### src/rtl/image_blend_engine.sv
// Two-source weighted pixel blender: streams a frame of reads, writes (p1*w1 + p2*w2) per pixel.
// Optional macro BLEND_SATURATE_EN clamps the sum to 8'hFF instead of wrapping modulo 256.
module image_blend_engine #(
  parameter int unsigned NUM_PIXELS = 270000,
  parameter int unsigned ADDR_W     = 19
) (
  input  logic              clk,
  input  logic              rst_n,
  input  logic              start,
  input  logic [7:0]        w1,
  input  logic [7:0]        w2,
  output logic              rd_en,
  output logic [ADDR_W-1:0] rd_addr,
  input  logic [7:0]        rd_data1,
  input  logic [7:0]        rd_data2,
  output logic              wr_en,
  output logic [ADDR_W-1:0] wr_addr,
  output logic [7:0]        wr_data,
  output logic              busy,
  output logic              done
);

  localparam logic [ADDR_W-1:0] LAST_ADDR = ADDR_W'(NUM_PIXELS - 1);

  typedef enum logic [1:0] {IDLE, RUN, DRAIN, DONE} state_t;

  state_t            state, state_d;
  logic [ADDR_W-1:0] cnt_d;
  logic              load_c;

  logic [7:0]        w1_q, w2_q;
  logic              rd_vld, s1_vld;
  logic [ADDR_W-1:0] rd_tag, s1_addr;
  logic [7:0]        r1, r2;
  logic [7:0]        hi1_c, hi2_c, blend_c;

  // State register
  always_ff @(posedge clk or negedge rst_n) begin
    if (!rst_n) state <= IDLE;
    else        state <= state_d;
  end

  // Next-state and read-counter logic; rd_addr doubles as the read counter
  always_comb begin
    state_d = state;
    cnt_d   = rd_addr;
    load_c  = 1'b0;
    case (state)
      IDLE: begin
        if (start) begin
          load_c  = 1'b1;
          cnt_d   = '0;
          state_d = RUN;
        end
      end
      RUN: begin
        if (rd_addr == LAST_ADDR) state_d = DRAIN;
        else                      cnt_d   = rd_addr + ADDR_W'(1);
      end
      DRAIN: begin
        if (wr_en && (wr_addr == LAST_ADDR)) state_d = DONE;
      end
      DONE:    state_d = IDLE;
      default: state_d = IDLE;
    endcase
  end

  // Registered control outputs and weight latch
  always_ff @(posedge clk or negedge rst_n) begin
    if (!rst_n) begin
      rd_en   <= 1'b0;
      rd_addr <= '0;
      busy    <= 1'b0;
      done    <= 1'b0;
      w1_q    <= '0;
      w2_q    <= '0;
    end else begin
      rd_en   <= (state_d == RUN);
      rd_addr <= (state_d == RUN) ? cnt_d : '0;
      busy    <= (state_d != IDLE);
      done    <= (state_d == DONE);
      if (load_c) begin
        w1_q <= w1;
        w2_q <= w2;
      end
    end
  end

  assign hi1_c = 8'((16'(rd_data1) * 16'(w1_q)) >> 8);
  assign hi2_c = 8'((16'(rd_data2) * 16'(w2_q)) >> 8);

`ifdef BLEND_SATURATE_EN
  logic [8:0] sum_c;
  assign sum_c   = 9'(r1) + 9'(r2);
  assign blend_c = sum_c[8] ? 8'hFF : sum_c[7:0];
`else
  assign blend_c = r1 + r2;
`endif

  // Pipeline: read-data alignment, weighted products, then sum/write
  always_ff @(posedge clk or negedge rst_n) begin
    if (!rst_n) begin
      rd_vld  <= 1'b0;
      rd_tag  <= '0;
      s1_vld  <= 1'b0;
      s1_addr <= '0;
      r1      <= '0;
      r2      <= '0;
      wr_en   <= 1'b0;
      wr_addr <= '0;
      wr_data <= '0;
    end else begin
      rd_vld  <= rd_en;
      rd_tag  <= rd_addr;
      s1_vld  <= rd_vld;
      s1_addr <= rd_tag;
      if (rd_vld) begin
        r1 <= hi1_c;
        r2 <= hi2_c;
      end
      wr_en <= s1_vld;
      if (s1_vld) begin
        wr_addr <= s1_addr;
        wr_data <= blend_c;
      end
    end
  end

endmodule
### config.mk
export PLATFORM = sky130hd
export DESIGN_NAME = image_blend_engine
export DESIGN_NICKNAME = d
export VERILOG_FILES = /design/src/rtl/image_blend_engine.sv
export SDC_FILE = /design/constraint.sdc
export NUM_CORES = 1
export LEC_CHECK = 0
export CAP_MARGIN = 10
export CORE_MARGIN = 1
export CORE_UTILIZATION = 55
export CTS_CLUSTER_DIAMETER = 200
export DETAILED_ROUTE_END_ITERATION = 10
export GPL_TIMING_DRIVEN = 0
export PLACE_DENSITY = 0.77
export SLEW_MARGIN = 20
export SYNTH_ARGS = -nofsm -noshare
export SYNTH_HDL_FRONTEND = slang
export SYNTH_SLANG_ARGS = --single-unit
export TNS_END_PERCENT = 5
### constraint.sdc
create_clock -name clk -period 4.88 [get_ports clk]
set_input_delay 0.488 -clock clk [delete_from_list [all_inputs] [get_ports clk]]
set_output_delay 0.488 -clock clk [all_outputs]
set_load 0.02 [all_outputs]
# ---- Word level (Yosys, flattened, before mapping)
# Cells that the tools add are included.
dict set report word_totals {
  reg_bits 124
  romBits 0
  inputBits 35
  latchBits 0
  elab_cells 44
  mem_bits_rw 0
  memories 0
}
dict set report op_classes {
  n_lt_le_gt_ge 0
  mux 10
  eq_ne 10
  n_reduce_logical 4
  n_addsub 2
  shifts 0
  mul 2
  div 0
  bitwise_logic 0
}
# operator n
set ops {}
lappend ops {{two-way mux 19 bit} 3}
lappend ops {{equality test 19 bit, second input constant} 2}
lappend ops {{case mux 19 bit (2 select lines)} 1}
lappend ops {{multiplier 8 x 8 -> 16 bit} 2}
lappend ops {{adder 19 x 1 -> 19 bit, second input constant} 1}
lappend ops {{adder 8 bit} 1}
lappend ops {{case mux 2 bit (4 select lines)} 1}
lappend ops {{equality test 2 bit, second input constant} 3}
lappend ops {{two-way mux 2 bit} 3}
lappend ops {{!= test 3 bit, second input constant} 2}
lappend ops {{equality test 2 x 1 -> 1 bit, second input constant} 2}
lappend ops {{!= test 3 x 1 -> 1 bit, second input constant} 1}
lappend ops {{AND reduction 3 bit} 1}
lappend ops {{logical NOT 2 bit} 1}
lappend ops {{two-way mux 1 bit} 2}
lappend ops {{nonzero test 2 bit} 1}
lappend ops {{logical AND 1 bit} 1}

# ---- Longest topological paths before layout
dict set report logic_depth {
  word_depth 7
  ltp_mapped 16
  ltp_nobuf 15
}

# ---- Worst setup path before layout
# OpenSTA, ideal clock, no wires.
dict set report synth_timing {
  path_kind {input -> register}
  startpoint {in rd_data2[1]}
  endpoint {reg r2[7]}
  path_slack_ps 462
  required_time_ps 4798
  n_path_buf 0
  cell_stages 13
  arrival_ps 4337
  path_cell_list {and2_1 -> fa_1 -> fa_1 -> fa_1 -> inv_1 -> fa_1 -> inv_1 -> ha_1 -> a21o_1 -> a31o_1 -> nor2b_1 -> or4_1 -> a31oi_1}
}
dict set report synth_between {
  elab_chain_len 1
}
# item line_no
set synth_lines {}
lappend synth_lines {{start, declared} 15} ;# input logic [7:0] rd_data2,
lappend synth_lines {{multiplier 8 x 8 -> 16 bit} 90} ;# assign hi2_c = 8'((16'(rd_data2) * 16'(w2_q)) >> 8);
lappend synth_lines {{end signal, assigned} 119} ;# r2 <= hi2_c;
lappend synth_lines {{end, declared} 34} ;# logic [7:0] r1, r2;
# No other way between the ends.
# A chain may end at the register's enable or synchronous reset.

# ---- Worst setup path after layout
dict set report layout_timing {
  startpoint {in rd_data1[1]}
  endpoint {reg r1[6]}
}
dict set report layout_between {
  elab_chain_len 1
}
# item line_no
set layout_lines {}
lappend layout_lines {{start, declared} 14} ;# input logic [7:0] rd_data1,
lappend layout_lines {{multiplier 8 x 8 -> 16 bit} 89} ;# assign hi1_c = 8'((16'(rd_data1) * 16'(w1_q)) >> 8);
lappend layout_lines {{end signal, assigned} 118} ;# r1 <= hi1_c;
lappend layout_lines {{end, declared} 34}
# No other way between the ends.

==> impl_metrics.yaml <==
power:
  power_density_nw_per_um2: 540.7
  p_leak_nw: 5.074
  power_mw: 5.626
  ir_drop_v: 0.0003458
sta:
  worst_slew_pin_slew_ns: 0.9115
  period_needed_ns: 4.715
  tns_ns: 0
  fin_crit_sh: 0.9661
  hold_viol: 0
  setup_viol: 0
  final.setup.worst_slack_ns: 0.1654
  timing.fmax_ghz: 0.2121
  relSlewSlack: 0.3896
  slew_violations: 0
  rsz0062_at_grt: "false"
  fin_worst_skew_ns: 0.005004
  holdWs_ns: 0.3439
place:
  gp_congestion: 0.8180
  place_ws_ns: -0.3076
  io_buffers: 84
  placed_area_um2: 9791
  dpl.hpwl_um: 13310
clock_tree:
  insertion_delay_ns: 0.41
  clock_sinks: 124
  path_clk_slew_ns: 0.05
  htreeDepth: 4
  cts_root_buf: "clkbuf_16"
  cts_tree: "built"
  cts_max_path_buffers: 2
  cts_inserted_buffers: 17
worst_setup_path:
  critPathMostFrequentCell: "fa_1"
  setup.worst_path.class: "primary input to flop"
  endpoint_kind: "flop"
  cpPeakStageDelay_ns: 0.56
  crit_chain: "clkdlybuf4s50_1 -> and2_1 -> fa_1 -> fa_1 -> fa_1 -> inv_1 -> fa_1 -> inv_1 -> ha_1 -> nand2_1 -> o21ai_0 -> a41oi_2 -> o2111a_1 -> or3_1"
  crit_fanout: 8
  critical_path_arrival_ns: 5.00
  slowest_stage: "fa_1"
  startpoint_type: "primary input"
  cp.required_ns: 5.16
route:
  drc: 0
  avgRoutedWirePerCell_um: 15.81
  drtPass1Iterations: 4
  wl_um: 17770
  drtIter0Drc: 299
  vias: 6038
  viasPerCell: 5.372
  ant_nets: 0
grt:
  grt.overflow.total: 0
  grt_usage: 0.2392
  antenna_found_initial: 0
  grt_pass1_wl_um: 29990
  grt_start_max_net_pins: 85
  grt_pass1_vias: 6073
yosys:
  yosysWarnings: 0
  synth_top_area_frac: 0.3584
  synthCells: 797
  async_flop_share: 1.000
  yosysTopAreaCell: "dfrtp_1"
  synth.area.top_cells: "dfrtp_1 36%, fa_1 16%, ha_1 11%, and2_1 7.2%, mux2_2 5.9%"
  yosys.cell_types.count: 58
  synth-main-ff-cell: "dfrtp_1"
  synth_edf_count: 0
  synth_area_um2: 8657
  synth.most_common_cell: "dfrtp_1"
  synth_seq_cells: 124
  syn-num-nets: 977
  seq_area_frac_synth: 0.3584
  synth_common_cells: "124 x dfrtp_1, 102 x inv_1, 100 x and2_1, 74 x ha_1, 71 x fa_1"
  syn_avg_cell_area_um2: 10.86
floorplan:
  fp.dieArea_um2: 16250
  die_x_um: 127.5
  die_y_um: 127.5
  start_util: 0.5674
  rows: 45
  io_pins: 85
  core-area_um2: 15260
final_layout:
  drive_gt1_frac: 0.09091
  area_growth_pct: 20.19
  fill_cells: 1140
  fin_nets: 1082
  n_antenna_cell: 0
  final_area_um2: 10410
min_path:
  min_path_type: "flop to flop"
outcome:
  status: "finished, final reports clean"
flow_run:
  cap_viol_max_count: 0
[critical path, delay by kind of cell]
kind                     cells  cell delay [ns]
AND/OR/NAND/NOR              3             0.70
buffers and inverters        3             0.65
adder cells (fa/ha/maj)      5             2.51
AO/OA/AOI/OAI                3             0.65
[cell families (layout without fill, tap and decap cells)]
family,count (synthesis),after routing,share of synthesized area
AND/OR/NAND/NOR,258,258,0.1655
adder cells (fa/ha/maj),145,145,0.2711
flip-flops,124,124,0.3584
buffers and inverters,115,231,0.05073
AO/OA/AOI/OAI,77,77,0.06186
multiplexers,48,48,0.06200
XOR/XNOR,30,30,0.03035
[registers in the layout (all words and copies together), names as in the netlist, 2 cells and up]
register	flops
r1	8
w1_q	8
rd_addr	19
state	2
wr_addr	19
wr_data	8
s1_addr	19
r2	8
rd_tag	19
w2_q	8
[layout by cell type (no fill, tap or decap), types with 16 or more instances in the layout]
cell / count
dfrtp_1: 124
inv_1: 102
and2_1: 100
ha_1: 74
clkdlybuf4s50_1: 74
fa_1: 71
nand2_1: 45
mux2_2: 45
nor2_1: 37
xnor2_1: 19
a21oi_1: 17
clkbuf_16: 17
nand4_1: 16
[where the power goes]
group	internal, mW	leakage (nW)	total (mW)	switching (mW)
logic	1.34	3.23	2.92	1.58
registers	1.28	1.57	1.47	0.191
clock network	0.775	0.272	1.24	0.464
total	3.39	5.07	5.63	2.24
[through the flow]
stage	std cells	utilization
after floorplan	797	-
after global placement	1092	0.6398
after detailed placement	1093	0.6417
after CTS	1124	0.6800
after global routing	1124	0.6819
final	1124	0.6819
[area by class of cell]
cell class | count | area, um^2 | share of cell area
multi-input cells | 558 | 5122 | 0.4923
repair buffers | 86 | 902.1 | 0.08670
inverters | 102 | 382.9 | 0.03680
well taps | 211 | 264.0 | 0.02537
flip-flops and latches | 124 | 3103 | 0.2982
plain buffers | 13 | 56.30 | 0.005411
clock buffers | 21 | 460.4 | 0.04425
clock inverters | 9 | 113.9 | 0.01094
[timing repair]
item,4_1_cts,5_1_grt
gates resized for setup,0,10
endpoints found under the hold margin,12,0
setup buffers,0,0
endpoints found under the setup margin,0,3
hold buffers,1,0
[metal layers]
metal / global-route usage / part of all wire / up-vias
met5: 0 / 0 / -
met4: 0.06793 / 0.012 / 0
met3: 0.04271 / 0.035 / 20
met2: 0.3883 / 0.48 / 132
met1: 0.3310 / 0.47 / 3019
li1: - / - / 2867
[final timing paths]
kind                                       from                      to  slack [ns]  cells past startpoint
max                                 rd_data1[1]       r1[6]$_DFFE_PN0P_        0.17                     14
max in group asynchronous                 rst_n       r1[4]$_DFFE_PN0P_        3.61                      3
min in group asynchronous                 rst_n  rd_addr[6]$_DFFE_PN0P_        0.56                      2
min                        rd_tag[11]$_DFF_PN0_   s1_addr[11]$_DFF_PN0_        0.34                      0
min reg2reg                rd_tag[11]$_DFF_PN0_   s1_addr[11]$_DFF_PN0_        0.34                      0
max reg2reg                 w2_q[7]$_DFFE_PN0P_       r2[7]$_DFFE_PN0P_        0.32                     13
Power figures use the tool's default switching activity.
==> edit 1, RTL diff (same settings) <==
Set the parameter `NUM_PIXELS` to 135000 (it was 270000).
--- a/src/rtl/image_blend_engine.sv
+++ b/src/rtl/image_blend_engine.sv
@@ -3,3 +3,3 @@
 module image_blend_engine #(
-  parameter int unsigned NUM_PIXELS = 270000,
+  parameter int unsigned NUM_PIXELS = 135000,
   parameter int unsigned ADDR_W     = 19
Function: same outputs for any inputs over 4 cycles, from zero or initial values and one cycle with rst_n low; that may be too few to reach the edited logic, so the function may still have changed.
==> edit 1 against the unedited design <==
Clock power rose by 9.7%. Register-to-register slack got worse by 0.07 ns. Area after synthesis fell by 0.56%. Power fell by 9.5%. Critical path depth did not move. Global-route usage fell by 0.093 points. Critical endpoint is now r1[7]. Core utilization barely moved. Largest power group unchanged. Cell count fell by 0.36%. Cell area barely moved. Highest routed layer unchanged. Critical path type unchanged. Setup slack improved by 0.029 ns. Non-clock buffer count fell by 3. Sequential cell count did not move. Wire length fell by 1.2%.
==> edit 1: results (changes against the unedited design) <==
number of global-route vias before repair - 6028 (-0.74%)
ys async rst share - 1.000 (unchanged)
CTS Buffer Depth - 2 (unchanged)
Mapped Avg Cell Area - 10.87 um2 (about the same)
drt pass-1 iters - 4 (unchanged)
Area contributors post-synth - dfrtp_1, fa_1, ha_1
Syn Nets - 972 (-0.51%)
VDD IR-drop max - 0.3084 mV (-11%)
Critical Path Slowest Stage Cell - fa_1
Tot GR Track Use - 0.2382 (-0.0009336)
fill count - 1160 (+1.8%)
Critical Path AT - 5.02 ns (+0.02 ns)
Leak Pwr - 0.005114 uW (+0.79%)
crit-path max cell delay - 0.54 ns (-0.02 ns)
placed instance area - 9742 um2 (-0.50%)
Worst Path Max Fanout - 8 (unchanged)
Ys Warns - 0 (unchanged)
post-synthesis adder-cell area fraction - 0.2727 (+0.001537)
Max H-tree Level - 4 (unchanged)
xor/xnor share of the synthesized area - 0.02747 (-0.002880)
Met2 Wirelength - 8.493 mm (-1.3%)
DR WL met3 - 649 um (+3.3%)
via/cell ratio - 5.403 (+0.57%)
met1 Use GR - 0.3259 (-0.005083)
Iter 0 DRT Violations - 322 (+7.7%)
Final setup viols - 0 (unchanged)
Clock transition at path regs - 0.06 ns
Seq/Total Area, Yosys - 0.3605 (+0.002032)
delay-heaviest family, CP - adder cells
WL met1 - 8.025 mm (-3.6%)
final std cells w/o fill - 1120 (-0.36%)
postcts setup bufs - 0 (unchanged)
Worst Hold Class - input port to async pin
antenna violations before repair - 0 (unchanged)
post-synthesis compound-gate area fraction - 0.06250 (+0.0006413)
Antenna diodes - 0 (unchanged)
largest net degree at the start of global routing - 75 (-12%)
multi-input logic area - 5087 um2 (-0.68%)
final wirelength - 17.55 mm (-1.2%)
Port Buf Inserts - 84 (unchanged)
met2 GRT Util - 0.3788 (-0.009502)
CTS Buf Count - 17 (unchanged)
Final Skew - 0.006786 ns (+0.001783 ns)
first-pass GRT wire length - 29.86 mm (-0.44%)
met3 GRT Util - 0.04523 (+0.002513)
status - finished, final reports clean
detailed-placement wirelength estimate - 12.92 mm (-2.9%)
worst slew pin tran - 0.7014 ns (-0.2101 ns)
gpl congestion - 0.8443 (+3.2%)
synth unique cells - 55 (-5.2%)
Place WS - -0.5452 ns (-0.2376 ns)
Post-synth top cells - dfrtp_1, and2_1, inv_1, ha_1, fa_1
multiplexer share of the synthesized area - 0.05974 (-0.002265)
CTS Root Buffer Type - clkbuf_16
layout cells sized above 1 - 0.09351 (+0.002600)
Clock Latency Late Sink - 0.41 ns (about the same)
max layer used - met4
==> edit 1: worst reg2reg max path: stages (launching register included) <==
cell,delay (ns)
dfrtp_1,0.47
and2_1,0.20
fa_1,0.54
fa_1,0.53
fa_1,0.54
inv_1,0.05
fa_1,0.52
inv_1,0.04
ha_1,0.36
a21oi_1,0.26
a21oi_1,0.14
o21ba_2,0.22
or4_1,0.49
a31oi_1,0.18
==> edit 1: what timing repair did <==
action,CTS,global route
hold buffers,0,0
gates cloned,0,0
hold endpoints to repair,0,0
setup endpoints to repair,2,4
pin swaps,0,1
resized for setup,1,7
==> edit 1: report_power, final <==
group | internal, uW | switching, uW | total, uW
logic | 1060 | 1230 | 2290
clock network | 865 | 494 | 1360
registers | 1260 | 186 | 1450
==> edit 1: area by class of cell <==
type | count | share of cell area
Inverter | 100 | 0.03606
Sequential cell | 124 | 0.2981
Multi-Input combinational cell | 557 | 0.4888
Buffer | 11 | 0.005770
Tap cell | 211 | 0.02536
Clock buffer | 17 | 0.04087
Clock inverter | 15 | 0.02032
Timing Repair Buffer | 85 | 0.08475
==> edit 1: path summary, 6_finish.rpt <==
path / startpoint / slack (ns) / end / cells past startpoint
max in group asynchronous: rst_n / 4.09 / r2[0] / 2
worst min register to register: rd_tag[10] / 0.35 / s1_addr[10] / 0
worst max register to register: w1_q[7] / 0.25 / r1[7] / 13
worst min-delay path: rst_n / 0.1 / rd_tag[9] / 1
worst max-delay path: rd_data1[6] / 0.19 / r1[7] / 14
min in group clk: rd_tag[10] / 0.35 / s1_addr[10] / 0
==> edit 1: kinds of logic after synthesis <==
kind of cell,Yosys count
buf+inv,111
simple gates,260
xor+xnor,27
fa+ha+maj,145
mux,46
compound gates,79
flops,124
==> edit 2, RTL diff (same flow settings) <==
Made on the original files. Encoding of `state_t`: now one-hot (4 bits for 4 states).
--- a/src/rtl/image_blend_engine.sv
+++ b/src/rtl/image_blend_engine.sv
@@ -24,3 +24,3 @@
 
-  typedef enum logic [1:0] {IDLE, RUN, DRAIN, DONE} state_t;
+  typedef enum logic [3:0] {IDLE = 4'b0001, RUN = 4'b0010, DRAIN = 4'b0100, DONE = 4'b1000} state_t;
 
Function: no difference found for any inputs over 4 cycles, from zero or initial values and one cycle with rst_n low; so few cycles prove little.
==> edit 2 against the unedited design <==
Wire length is 1.0% lower. Synthesized cell count grew 0.63%. Sequential cell count grew 2. Global-route usage barely moved. Core utilization rose by 0.27 points. Setup slack got worse by 0.0032 ns. Cell count is 0.53% higher. Critical path type unchanged. Area after synthesis is 1.0% higher. Cell area rose by 1.1%.
Power is not compared: it rests on default switching activity, and its combinational part moved more than twofold at a synthesized area within 25%.
==> edit 2: results (changes against the unedited design) <==
fill count - 1171 (+2.7%)
number of global-route vias before repair - 6222 (+2.5%)
WL met1 - 7.838 mm (-5.8%)
invs w/o clock - 98 (-3.9%)
routed via count - 6133 (+1.6%)
Seq/Total Area, Yosys - 0.3606 (+0.002173)
FF-to-FF End - r2[6]
xor/xnor share of the synthesized area - 0.03104 (+0.0006887)
multiplexer share of the synthesized area - 0.06380 (+0.001793)
layout cells sized above 1 - 0.1023 (+0.01138)
Syn Nets - 982 (+0.51%)
post-synthesis compound-gate area fraction - 0.05993 (-0.001924)
final wirelength - 17.59 mm (-1.0%)
Met2 Wirelength - 8.590 mm (-0.14%)
DR WL met3 - 903 um (+44%)
Tot GR Track Use - 0.2387 (-0.0004126)
r2r setup slk - 0.39 ns (+0.07 ns)
Non-clock buffer share - 0.08633 (-0.005786)
Register-to-Register Path Depth - 12 (-1)
met1 Use GR - 0.3091 (-0.02188)
Final Skew - 0.005814 ns (+0.0008102 ns)
Final nets - 1086 (+0.37%)
met2 GRT Util - 0.3990 (+0.01068)
largest net degree at the start of global routing - 79 (-7.1%)
Buffers, non-clock - 95 (-4.0%)
Post-synth top cells - dfrtp_1, and2_1, inv_1, ha_1, fa_1
detailed-placement wirelength estimate - 13.01 mm (-2.3%)
Critical Path AT - 5.01 ns (about the same)
CP startpoint - rd_data2[2]
gpl congestion - 0.8045 (-1.7%)
met3 GRT Util - 0.05927 (+0.01655)
synth unique cells - 59 (+1.7%)
status - finished, final reports clean
Iter 0 DRT Violations - 254 (-15%)
-- edit 2: cell count changes in the layout (fill, tap and decap cells not counted), moves of 4 or more --
cell	delta
clkbuf_1	-4
inv_1	-5
xnor2_1	-4
a31oi_1	-5
clkdlybuf4s50_1	+9
inv_6	+4
dlymetal6s2s_1	-9
xor2_1	+5
and2_2	+5
-- edit 2: through the flow --
stage | hold slack, ns | instances | area [um2] | util
after CTS | 0.01150 | 1130 | 10500 | 0.6832
final | 0.005591 | 1130 | 10520 | 0.6846
after global placement | 0.3326 | 1097 | 9852 | 0.6409
after floorplan | 0.1924 | 802 | 8747 | -
after detailed placement | 0.3347 | 1098 | 9881 | 0.6428
after global routing | 0.03287 | 1130 | 10520 | 0.6846
-- edit 2: report_power, final --
| part | leakage (uW) | switching (uW) | total (uW) | internal, uW |
|---|---|---|---|---|
| sequential | 0.00166 | 0 | 1040 | 1040 |
| combinational | 0.00343 | 35.5 | 62.3 | 26.8 |
| clock | 0.000303 | 512 | 1330 | 820 |
-- edit 2: critical path, cell delays in order --
cell,delay [ns]
clkdlybuf4s50_1,0.56
and2_1,0.26
fa_1,0.51
fa_1,0.53
fa_1,0.54
inv_1,0.05
fa_1,0.52
inv_1,0.04
ha_1,0.39
nand2_1,0.10
o31a_1,0.38
o2111a_1,0.26
or3_1,0.37
-- edit 2: cell families (layout without fill, tap and decap cells) --
family | Yosys count | count (layout)
adder cells (fa/ha/maj) | 145 | 145
XOR/XNOR | 31 | 31
multiplexers | 50 | 50
AO/OA/AOI/OAI | 75 | 75
AND/OR/NAND/NOR | 267 | 267
flip-flops | 126 | 126
buffers and inverters | 108 | 225
-- edit 2: what timing repair did --
item                                    in CTS  in global routing
hold endpoints to repair                     0                  0
endpoints found under the setup margin       0                  4
resized for setup                            0                  4
